==> src/rtl/uart_pkg.sv <==
// Shared UART definitions used by both the transmit and receive sides:
// frame state encoding, parity-type constants, frame lengths and a vote helper.
package uart_pkg;

    typedef enum logic [2:0] {
        IDLE,
        START,
        DATA,
        PARITY,
        STOP
    } uart_state_e;

    localparam logic PAR_EVEN = 1'b0;
    localparam logic PAR_ODD  = 1'b1;

    // Frame length in bit periods: start + 8 data + stop, plus optional parity.
    localparam int FRAME_BITS_NO_PAR = 10;
    localparam int FRAME_BITS_PAR    = 11;

    function automatic int frame_bits(input logic par_en);
        return par_en ? FRAME_BITS_PAR : FRAME_BITS_NO_PAR;
    endfunction

    function automatic logic majority3(input logic a, input logic b, input logic c);
        return (a & b) | (a & c) | (b & c);
    endfunction

endpackage

==> src/rtl/uart_rx_sampler.sv <==
// Receive-line front end: 2-flop synchronizer, per-bit oversample counter and a
// 3-sample majority vote taken around the centre of each bit period.
module uart_rx_sampler
    import uart_pkg::*;
#(
    parameter int OVERSAMPLE = 8
) (
    input  logic clk,
    input  logic rst,
    input  logic rx_in,
    input  logic run,
    output logic rx_s,
    output logic bit_val,
    output logic bit_done
);

    localparam int CW = (OVERSAMPLE > 1) ? $clog2(OVERSAMPLE) : 1;

    localparam logic [CW-1:0] SAMPLE_0 = CW'(OVERSAMPLE / 2 - 1);
    localparam logic [CW-1:0] SAMPLE_1 = CW'(OVERSAMPLE / 2);
    localparam logic [CW-1:0] SAMPLE_2 = CW'(OVERSAMPLE / 2 + 1);
    localparam logic [CW-1:0] LAST     = CW'(OVERSAMPLE - 1);

    logic [1:0]    sync_q;
    logic [CW-1:0] edge_cnt;
    logic [2:0]    samples;
    logic          vote_2;

    // NOTE: sequential state uses non-blocking (<=) so every flop samples the
    // pre-edge value of every other flop, independent of statement order.
    always_ff @(posedge clk) begin
        if (rst) begin
            sync_q   <= 2'b11;
            edge_cnt <= '0;
            samples  <= 3'b111;
        end else begin
            sync_q <= {sync_q[0], rx_in};

            if (!run || edge_cnt == LAST) begin
                edge_cnt <= '0;
            end else begin
                edge_cnt <= edge_cnt + CW'(1);
            end

            if (edge_cnt == SAMPLE_0) samples[0] <= sync_q[1];
            if (edge_cnt == SAMPLE_1) samples[1] <= sync_q[1];
            if (edge_cnt == SAMPLE_2) samples[2] <= sync_q[1];
        end
    end

    // With OVERSAMPLE=4 the third sample point coincides with the decision cycle.
    assign vote_2 = (SAMPLE_2 == LAST) ? sync_q[1] : samples[2];

    assign rx_s     = sync_q[1];
    assign bit_val  = majority3(samples[0], samples[1], vote_2);
    assign bit_done = (edge_cnt == LAST);

endmodule

==> src/rtl/uart_rx.sv <==
// UART receiver: frame FSM, LSB-first deserializer, parity and stop checks.
// Good words are presented on P_DATA with a one-cycle data_valid strobe.
module uart_rx
    import uart_pkg::*;
#(
    parameter int DATA_WIDTH = 8,
    parameter int OVERSAMPLE = 8
) (
    input  logic                  CLK,
    input  logic                  RST,
    input  logic                  RX_IN,
    input  logic                  party_en,
    input  logic                  party_typ,
    output logic [DATA_WIDTH-1:0] P_DATA,
    output logic                  data_valid,
    output logic                  par_err,
    output logic                  stp_err
);

    localparam int BW = (DATA_WIDTH > 1) ? $clog2(DATA_WIDTH) : 1;
    localparam logic [BW-1:0] LAST_BIT = BW'(DATA_WIDTH - 1);

    uart_state_e           state, state_nxt;
    logic [BW-1:0]         bit_cnt, bit_cnt_nxt;
    logic [DATA_WIDTH-1:0] shift_reg, shift_nxt;
    logic [DATA_WIDTH:0]   shift_cat;
    logic                  par_fail, par_fail_nxt;
    logic                  par_en_q, par_typ_q, cfg_load;
    logic                  exp_par;
    logic                  dv_nxt, pe_nxt, se_nxt;
    logic                  rx_s, bit_val, bit_done, run;

    // The counter idles at 0 and starts on the cycle IDLE first sees the line low.
    assign run = (state != IDLE) || !rx_s;

    uart_rx_sampler #(
        .OVERSAMPLE(OVERSAMPLE)
    ) u_sampler (
        .clk     (CLK),
        .rst     (RST),
        .rx_in   (RX_IN),
        .run     (run),
        .rx_s    (rx_s),
        .bit_val (bit_val),
        .bit_done(bit_done)
    );

    assign shift_cat = {bit_val, shift_reg};
    assign exp_par   = (par_typ_q == PAR_ODD) ? ~^shift_reg : ^shift_reg;

    // NOTE: every signal written here gets a default first, so no path through
    // the case statement leaves a value unassigned and infers a latch.
    always_comb begin
        state_nxt    = state;
        bit_cnt_nxt  = bit_cnt;
        shift_nxt    = shift_reg;
        par_fail_nxt = par_fail;
        cfg_load     = 1'b0;
        dv_nxt       = 1'b0;
        pe_nxt       = 1'b0;
        se_nxt       = 1'b0;

        case (state)
            IDLE: begin
                if (!rx_s) begin
                    state_nxt    = START;
                    cfg_load     = 1'b1;
                    bit_cnt_nxt  = '0;
                    par_fail_nxt = 1'b0;
                end
            end
            START: begin
                if (bit_done) state_nxt = bit_val ? IDLE : DATA;
            end
            DATA: begin
                if (bit_done) begin
                    shift_nxt = shift_cat[DATA_WIDTH:1];
                    if (bit_cnt == LAST_BIT) begin
                        bit_cnt_nxt = '0;
                        state_nxt   = par_en_q ? PARITY : STOP;
                    end else begin
                        bit_cnt_nxt = bit_cnt + BW'(1);
                    end
                end
            end
            PARITY: begin
                if (bit_done) begin
                    if (bit_val != exp_par) par_fail_nxt = 1'b1;
                    state_nxt = STOP;
                end
            end
            STOP: begin
                if (bit_done) begin
                    se_nxt    = !bit_val;
                    pe_nxt    = par_fail;
                    dv_nxt    = bit_val && !par_fail;
                    state_nxt = IDLE;
                end
            end
            default: state_nxt = IDLE;
        endcase
    end

    // NOTE: the shift register is reset along with the control state; it is a
    // single word, so clearing it keeps X out of simulation at no real cost.
    always_ff @(posedge CLK) begin
        if (RST) begin
            state      <= IDLE;
            bit_cnt    <= '0;
            shift_reg  <= '0;
            par_fail   <= 1'b0;
            par_en_q   <= 1'b0;
            par_typ_q  <= PAR_EVEN;
            P_DATA     <= '0;
            data_valid <= 1'b0;
            par_err    <= 1'b0;
            stp_err    <= 1'b0;
        end else begin
            state      <= state_nxt;
            bit_cnt    <= bit_cnt_nxt;
            shift_reg  <= shift_nxt;
            par_fail   <= par_fail_nxt;
            data_valid <= dv_nxt;
            par_err    <= pe_nxt;
            stp_err    <= se_nxt;
            if (cfg_load) begin
                par_en_q  <= party_en;
                par_typ_q <= party_typ;
            end
            if (dv_nxt) P_DATA <= shift_reg;
        end
    end

endmodule

==> config.mk <==
export PLATFORM = sky130hd
export DESIGN_NAME = uart_rx
export DESIGN_NICKNAME = d
export VERILOG_FILES = /design/src/rtl/uart_pkg.sv /design/src/rtl/uart_rx_sampler.sv /design/src/rtl/uart_rx.sv
export SDC_FILE = /design/constraint.sdc
export NUM_CORES = 1
export LEC_CHECK = 0
export ABC_AREA = 1
export CORE_MARGIN = 2
export CORE_UTILIZATION = 50
export DETAILED_ROUTE_END_ITERATION = 7
export PLACE_DENSITY_LB_ADDON = 0.25
export SETUP_SLACK_MARGIN = 0.3
export SLEW_MARGIN = 40
export SYNTH_ARGS = -nofsm -noshare
export SYNTH_HDL_FRONTEND = slang
export SYNTH_HIERARCHICAL = 1
export SYNTH_SLANG_ARGS = --single-unit
==> constraint.sdc <==
create_clock -name CLK -period 1.5 [get_ports CLK]
set_input_delay 0.15 -clock CLK [delete_from_list [all_inputs] [get_ports CLK]]
set_output_delay 0.15 -clock CLK [all_outputs]
set_load 0.005 [all_outputs]
==> summary.txt <==
Outcome
  • Outcome: completed

Clock network
  • Clock Tree Buf Depth: 2
  • CTS sink count: 36
  • CTS H-tree lvls: 2
  • CTS Buf Count: 5
  • Reg clk slew, reported paths: around 100 ps
  • CTS tree: yes
  • CTS Hold Bufs: 0
  • Clock Latency Late Sink: around 340 ps
  • Clock root buffer master: clkbuf_4

Cells and area
  • Final Util: 0.731
  • Fin nets: 268
  • Layout cells sized above 1: 0.387
  • Syn-to-layout area delta: 36.8%
  • Final instance area: 0.00229 mm2
  • Ant diodes: 0
  • Fillers: approximately 240

Timing
  • RSZ-0062 raised after global routing: yes
  • Slew margin rel.: 0.796
  • Fin. Hold Viols: 0
  • FMAX: about 730 MHz
  • Clock skew: between 7 and 8 ps
  • Fin crit period: ~1400 ps
  • Worst-Margin Slew: approximately 300 ps
  • Fin crit share: 0.908
  • Endpoints failing setup: 0
  • Final setup TNS: 0 ps
  • Final Max Slew Viols: 0

Logic synthesis
  • Top-area cell type share of the netlist area: 0.431
  • Asr flop ratio synth: 0
  • Number of synthesized flops with an enable pin: 0
  • Synth Flop Type: dfxtp_1
  • Top post-synthesis cells by count: nand2_1, dfxtp_1, nor2_1
  • Syn Nets: roughly 230
  • Synth Instances: roughly 220
  • Ranking of synthesized cells by area: dfxtp_1, nand2_1, o21ai_0, nor2_1, ha_1
  • Syn avg cell area: approximately 8 um2
  • Count of cell types in the netlist: 28
  • Post-synthesis sequential area ratio: 0.431
  • Flops & latches, synth: 36
  • Leading area contributor after synthesis: dfxtp_1
  • Warnings, synthesis: 6
  • Post-Syn Area: 0.00167 mm2
  • Count leader, synth: nand2_1

Detailed routing
  • Detailed Route Iter0 Violations: 36
  • Post-DR vias/cell: between 4 and 5
  • Routed WL: 3440 um
  • Total number of vias: about 1500
  • Antenna-violating nets left: 0
  • DRC viols: 0
  • Wire per inst: around 11 um
  • Drt first pass iters: 4

Worst hold path
  • HP Class: in2reg

Setup path
  • Critical Path RT: 1740 ps
  • Worst-path maximum fanout: 6
  • WS Path Type: reg2reg
  • CP Capture Type: register
  • Max incr delay on CP: ~360 ps
  • Setup crit start kind: register
  • Crit-path cells: ha_4 > ha_4 > inv_4 > nor2_4 > buf_6 > inv_4 > o21ai_0 > a21oi_1
  • Worst path arrival time: 1600 ps
  • Crit-path slowest cell: dfxtp_2

Floorplan
  • Die Area: 0.00382 mm2
  • Chip height: slightly above 60 um
  • # rows: 20
  • Initial Util: 0.534
  • I/O Pins: 16
  • Die W: 61.8 um
  • Core ar.: 0.00313 mm2

Place
  • Placed Area: 0.00195 mm2
  • Gpl congestion: approximately 0.84
  • Post-DP HPWL: approximately 2300 um
  • I/O Buffers: 15

Power
  • Worst VDD drop: 0.000499 V
  • Total power: approximately 1.8 mW
  • Power per Cell Area: a little under 800 mW/mm2
  • Leakage: between 1 and 1.5 nW

Global route
  • Largest net degree at the start of global routing: 23
  • Vias in the first global route: roughly 1300
  • Total track usage: 0.201
  • Initial antenna violation count: 0
  • Total gr overflow: 0
  • First-pass GRT wire length: roughly 5500 um

Run
  • Max Cap Violations: 0
layout make-up:
class,instances,area (um2),area share
Timing Repair inverter,1,8.76,0.00383
Inverter,27,121,0.0531
Tap cell,44,55.1,0.0241
Sequential cell,36,746,0.326
Clock buffer,7,65.1,0.0285
Multi-Input combinational cell,147,970,0.424
Timing Repair Buffer,38,320,0.140
power by group:
group          total (mW)  switching [mW]  internal (mW)  leakage [nW]
clock network       0.565           0.300          0.266        0.0374
logic               0.218           0.131         0.0876         0.682
registers            1.00          0.0262          0.978         0.299
final timing paths:
check	from	end	slack [ps]	cells past startpoint
max reg2reg	u_sampler/edge_cnt[1]	shift_reg[7]	140	8
min	RX_IN	u_sampler/sync_q[0]	360	2
min reg2reg	u_sampler/sync_q[0]	u_sampler/sync_q[1]	410	1
max	u_sampler/edge_cnt[1]	shift_reg[7]	140	8
layer usage:
layer	part of all wire	GRT usage
met4	0.023	0.0942
met5	0	0
met1	0.44	0.228
met2	0.50	0.341
met3	0.030	0.0663
cells in the final DEF (no fill, tap or decap), types with 2 or more instances in the layout:
| cell | netlist | layout |
|---|---|---|
| a21oi_2 | 2 | 5 |
| xnor2_1 | 3 | 3 |
| dfxtp_1 | 36 | 22 |
| ha_1 | 7 | 4 |
| inv_1 | 22 | 17 |
| clkbuf_8 | 0 | 2 |
| a21oi_1 | 16 | 13 |
| nor3_4 | 1 | 2 |
| buf_4 | 0 | 20 |
| nand3_1 | 13 | 12 |
| dlygate4sd2_1 | 0 | 11 |
| xor2_1 | 3 | 3 |
| buf_6 | 1 | 3 |
| clkdlybuf4s50_1 | 0 | 4 |
| inv_4 | 0 | 3 |
| o21ai_2 | 0 | 9 |
| clkbuf_4 | 0 | 5 |
| o21ai_0 | 20 | 9 |
| o21ai_1 | 3 | 4 |
| dfxtp_4 | 0 | 3 |
| or2_1 | 2 | 2 |
| nand2_1 | 38 | 35 |
| nor2_4 | 0 | 5 |
| nor2_2 | 3 | 7 |
| ha_4 | 0 | 2 |
| nor2_1 | 25 | 16 |
| nand2_2 | 2 | 5 |
| dfxtp_2 | 0 | 11 |
| inv_2 | 4 | 6 |
| nand3_2 | 2 | 3 |
what timing repair did:
item | in CTS | in global routing
cloned | 1 | 0
setup buffers | 9 | 7
setup endpoints to repair | 35 | 26
pin swaps | 1 | 10
endpoints found under the hold margin | 0 | 0
resized for setup | 43 | 31
critical path: cells and delay by family, from the launching register on:
family / cells / cell delay [ps]
DFF: 1 / 360
AOI/OAI and AO/OA: 2 / 200
and+or+nand+nor: 1 / 180
adders and majority gates: 2 / 310
buffers and inverters: 3 / 220
cell families (layout without fill, tap and decap cells):
family,Yosys count,after routing,synth area share
simple gates,89,89,0.251
compound gates,45,45,0.156
flops,36,36,0.431
buf+inv,32,73,0.0786
fa+ha+maj,7,7,0.0524
xor+xnor,6,6,0.0314
per-stage QoR:
stage                     setup slack [ps]  cells  hold WS [ps]
after floorplan                        241    215           212
after global placement                 107    276           386
after detailed placement              80.5    276           389
after CTS                              139    293           358
after global routing                  31.9    300           379
final                                  138    300           365
(Power assumes the default switching activity.)
